File: src/rtl/jtag_data_register.sv
// Parametrised JTAG test data register: capture, shift and update stages with a runtime
// one-bit bypass path and a saturating shift-length counter that can gate updates.
module jtag_data_register #(
  parameter int unsigned      WIDTH         = 8,
  parameter logic [WIDTH-1:0] RESET_VALUE   = '0,
  parameter bit               STRICT_LENGTH = 1'b1,
  localparam int unsigned     CW            = $clog2(WIDTH + 2)
) (
  input  logic             ClockDR,
  input  logic             Reset,
  input  logic             TDI,
  input  logic             Select,
  input  logic             Bypass,
  input  logic             CaptureDR,
  input  logic             ShiftDR,
  input  logic             UpdateDR,
  input  logic [WIDTH-1:0] CaptureIn,
  output logic             TDO,
  output logic [WIDTH-1:0] ParallelOut,
  output logic [CW-1:0]    ShiftCount,
  output logic             LengthError
);

  localparam logic [CW-1:0] CNT_FULL = CW'(WIDTH);
  localparam logic [CW-1:0] CNT_SAT  = CW'(WIDTH + 1);

  logic [WIDTH-1:0] sr_q, sr_d;
  logic             bp_q, bp_d;
  logic [CW-1:0]    cnt_q, cnt_d;
  logic [WIDTH-1:0] po_q, po_d;
  logic             lerr_q, lerr_d;
  logic             len_ok;

  // Next-state: capture beats shift beats update; nothing moves while deselected.
  always_comb begin
    sr_d   = sr_q;
    bp_d   = bp_q;
    cnt_d  = cnt_q;
    po_d   = po_q;
    lerr_d = lerr_q;
    len_ok = (cnt_q == CNT_FULL);
    if (Select) begin
      if (CaptureDR) begin
        if (Bypass) bp_d = 1'b0;
        else        sr_d = CaptureIn;
        cnt_d = '0;
      end else if (ShiftDR) begin
        if (Bypass) bp_d = TDI;
        else        sr_d = {TDI, sr_q[WIDTH-1:1]};
        if (cnt_q != CNT_SAT) cnt_d = cnt_q + CW'(1);
      end else if (UpdateDR && !Bypass) begin
        if (len_ok || !STRICT_LENGTH) po_d = sr_q;
        lerr_d = ~len_ok;
      end
    end
  end

  always_ff @(posedge ClockDR or posedge Reset) begin
    if (Reset) begin
      sr_q   <= RESET_VALUE;
      bp_q   <= 1'b0;
      cnt_q  <= '0;
      po_q   <= RESET_VALUE;
      lerr_q <= 1'b0;
    end else begin
      sr_q   <= sr_d;
      bp_q   <= bp_d;
      cnt_q  <= cnt_d;
      po_q   <= po_d;
      lerr_q <= lerr_d;
    end
  end

  // Scan-out source follows Bypass directly so a mode switch is visible at once.
  assign TDO         = Bypass ? bp_q : sr_q[0];
  assign ParallelOut = po_q;
  assign ShiftCount  = cnt_q;
  assign LengthError = lerr_q;

endmodule
File: config.mk
export PLATFORM = sky130hd
export DESIGN_NAME = jtag_data_register
export DESIGN_NICKNAME = d
export VERILOG_FILES = /design/src/rtl/jtag_data_register.sv
export SDC_FILE = /design/constraint.sdc
export NUM_CORES = 1
export LEC_CHECK = 0
export CAP_MARGIN = 30
export CORE_MARGIN = 3
export CORE_UTILIZATION = 35
export CTS_CLUSTER_SIZE = 25
export DETAILED_ROUTE_END_ITERATION = 10
export MAX_ROUTING_LAYER = met4
export PLACE_DENSITY_LB_ADDON = 0.15
export SYNTH_ARGS = -nofsm -noshare
export SYNTH_HDL_FRONTEND = slang
export SYNTH_SLANG_ARGS = --single-unit
File: constraint.sdc
create_clock -name ClockDR -period 1.4 [get_ports ClockDR]
set_input_delay 0.28 -clock ClockDR [delete_from_list [all_inputs] [get_ports ClockDR]]
set_output_delay 0.28 -clock ClockDR [all_outputs]
set_load 0.02 [all_outputs]
==> metrics, run 1 <==
critical path required time 1120 ps; Ys Warns 0; drt wl/cell 13.5 um; GP Congestion 0.890; Vias 843; syn_nets 101; worst reg2reg path depth 3; Max Cap Viol 0; GRT Util Overall 0.142; Reg2Reg Launch Point ShiftCount[0]; type of destination of the critical path output port; PwrDens around 1000 mW/mm^2; arrival time worst endpoint 1110 ps; most common cell after layout, fill and taps aside mux2_2; ranking of synthesized cells by area dfrtp_1 50%, mux2_2 27%, ha_1 3.4%; Critical Path Source Type register; vias per cell ~4.9; Residual DRC 0; Mapped Cells 82; crit path time final 1390 ps; area grow syn2layout 51.8%; largest net degree at the start of global routing 23; root buf cell clkbuf_4; final WL about 2.3 mm; setup violators final 0; Synth Register Bits 22; worst min path class in2async; Worst R2R Setup Slack 40 ps; CTS H-Tree Depth 1; Die Height 62.1 um; outcome completed; ANT cells 0; CTS clk-pin slew, worst paths between 100 and 150 ps; worst setup path class reg2out; most frequent cells in the layout 24 x mux2_2, 19 x dfrtp_1, 16 x dlygate4sd2_1; clk_skew 3.28 ps; Cell Count, Final, Fillers Out between 150 and 200; fmax 0.721 GHz; Reg2Reg Capture Point ShiftCount[0]; clk sinks 22; Synth area leader dfrtp_1; DR pass1 iterations 4; Syn Area/Cell 13.4 sq um; Design Area, Final 0.00167 sq mm; Die Area 0.00386 sq mm; final count of pins violating max slew 0; first-pass GRT wire length 3.93 mm; Core ar. 0.00288 sq mm; total gr overflow 0; Cells after DPL 167; DR iter-0 viols 19; Final Hold Fails 0; Die Width between 60 and 70 um; total CTS buffers 3; Peak VDD IR 0.520 mV; Post-DP Area 0.00157 sq mm; worst skew pair latency approximately 300 ps; share of cells above drive strength 1 0.458; post-synth top area share 0.500; Slew headroom 0.807; WHS 326 ps; cell area after synthesis 0.00110 sq mm; sequential element share of the synthesized area 0.500; Initial Util 0.383; post-layout util 0.581; Crit Path Max Fanout 2; Final ANT Viol Nets 0; LEAKAGE 0.823 nW; number of global-route vias before repair 862; Worst-Margin Slew a little under 300 ps; TritonCTS clock tree built; Net count, final 151; # fillers 249; port bufs 29; post-synthesis cell type count 24; Tcrit/Tclk final 0.991; antenna violations before repair 0; dpl hpwl 1.67 mm; clk buf depth 2; Row Count 19; # IOs 30; RSZ-0062 raised after global routing true
==> how the worst max path moves through the flow <==
stage,start,to,slack [ps],cells after the start
6_report,bp_q,TDO,10,2
5_1_grt,bp_q,TDO,-40,2
4_1_cts,bp_q,TDO,-40,2
3_5_place_dp,Bypass,TDO,-520,3
3_3_place_gp,Bypass,TDO,-550,3
2_1_floorplan,ShiftCount[3],ShiftCount[0],20,3
==> metal layers <==
| metal | vias to the layer above | global-route usage | wire length [um] |
|---|---|---|---|
| met5 | - | - | 0 |
| met4 | 0 | 0.0364 | 16 |
| met3 | 2 | 0.0227 | 146 |
| met2 | 29 | 0.235 | 1160 |
| met1 | 406 | 0.181 | 1010 |
| li1 | 406 | - | - |
==> cell families (layout without fill, tap and decap cells) <==
group,count (synthesis),in the layout,share of synthesized area
DFF,22,22,0.500
and+or+nand+nor,15,16,0.111
muxes,27,27,0.275
buffers and inverters,6,54,0.0216
AOI/OAI and AO/OA,9,9,0.0580
adders and majority gates,3,3,0.0341
==> critical path, cell delays in order, from the launching register on <==
cell and delay [ps]:
dfrtp_1 410, mux2_4 270, buf_6 130
==> report_power, final <==
part	total, mW	switching [mW]	internal (mW)
combinational	0.410	0.158	0.252
sequential	0.787	0.0618	0.725
clock	0.479	0.190	0.289
==> Yosys cell counts, drive strengths merged <==
library cell / count
and3: 1
dfrtp: 22
mux2i: 1
and2: 1
nor3: 1
o21a: 1
buf: 1
nand2: 2
and2b: 1
a21oi: 1
ha: 3
nor2: 1
a22o: 1
nor2b: 3
nand4: 3
a41oi: 1
a311o: 1
nand3b: 1
inv: 5
o21ai: 3
nor3b: 1
o2bb2ai: 1
mux2: 26
==> sequential cells by signal (all words and copies together) (netlist names) <==
signal / cells
ShiftCount: 4
LengthError: 1
sr_q: 8
ParallelOut: 8
bp_q: 1
==> metrics by stage <==
step	setup WS (ps)	TNS (ps)	power, mW
floorplan	19.7	0	0.999
global placement	-549	-7980	1.18
detailed placement	-525	-8040	1.18
CTS	-39.0	-39.0	1.68
global route	-41.3	-41.3	1.77
finish	12.5	0	1.68
==> final cells by class <==
class	instances	area [sq um]	share of cell area
multi-input cells	55	579	0.347
flip-flops and latches	22	554	0.332
repair buffers	45	414	0.248
well taps	42	52.6	0.0314
clock inverters	1	30.0	0.0180
clock buffers	3	22.5	0.0135
inverters	5	18.8	0.0112
==> timing repair <==
item | 4_1_cts | 5_1_grt
setup buffers | 0 | 1
setup endpoints to repair | 31 | 7
gates cloned | 1 | 0
gates resized for setup | 29 | 7
hold buffers | 0 | 0
pin swaps | 3 | 2
(Power assumes the default switching activity.)
==> inputs of run 2 (changes only) <==
--- a/config.mk
+++ b/config.mk
@@ -10,6 +10,7 @@
 export CORE_UTILIZATION = 35
 export CTS_CLUSTER_SIZE = 25
 export DETAILED_ROUTE_END_ITERATION = 10
+export HOLD_SLACK_MARGIN = 0.03
 export MAX_ROUTING_LAYER = met4
 export PLACE_DENSITY_LB_ADDON = 0.15
 export SYNTH_ARGS = -nofsm -noshare
==> results of run 2 <==
Same layout as run 1: the final DEF is identical, and so are final timing and power.
==> inputs of run 3 (changes only) <==
--- a/config.mk
+++ b/config.mk
@@ -5,9 +5,11 @@
 export SDC_FILE = /design/constraint.sdc
 export NUM_CORES = 1
 export LEC_CHECK = 0
+export ABC_CLOCK_PERIOD_IN_PS = 1400
 export CAP_MARGIN = 30
 export CORE_MARGIN = 3
 export CORE_UTILIZATION = 35
+export CTS_CLUSTER_DIAMETER = 80
 export CTS_CLUSTER_SIZE = 25
 export DETAILED_ROUTE_END_ITERATION = 10
 export HOLD_SLACK_MARGIN = 0.03
==> results of run 3 <==
Same layout as run 1: the final DEF is identical, and so are final timing and power.
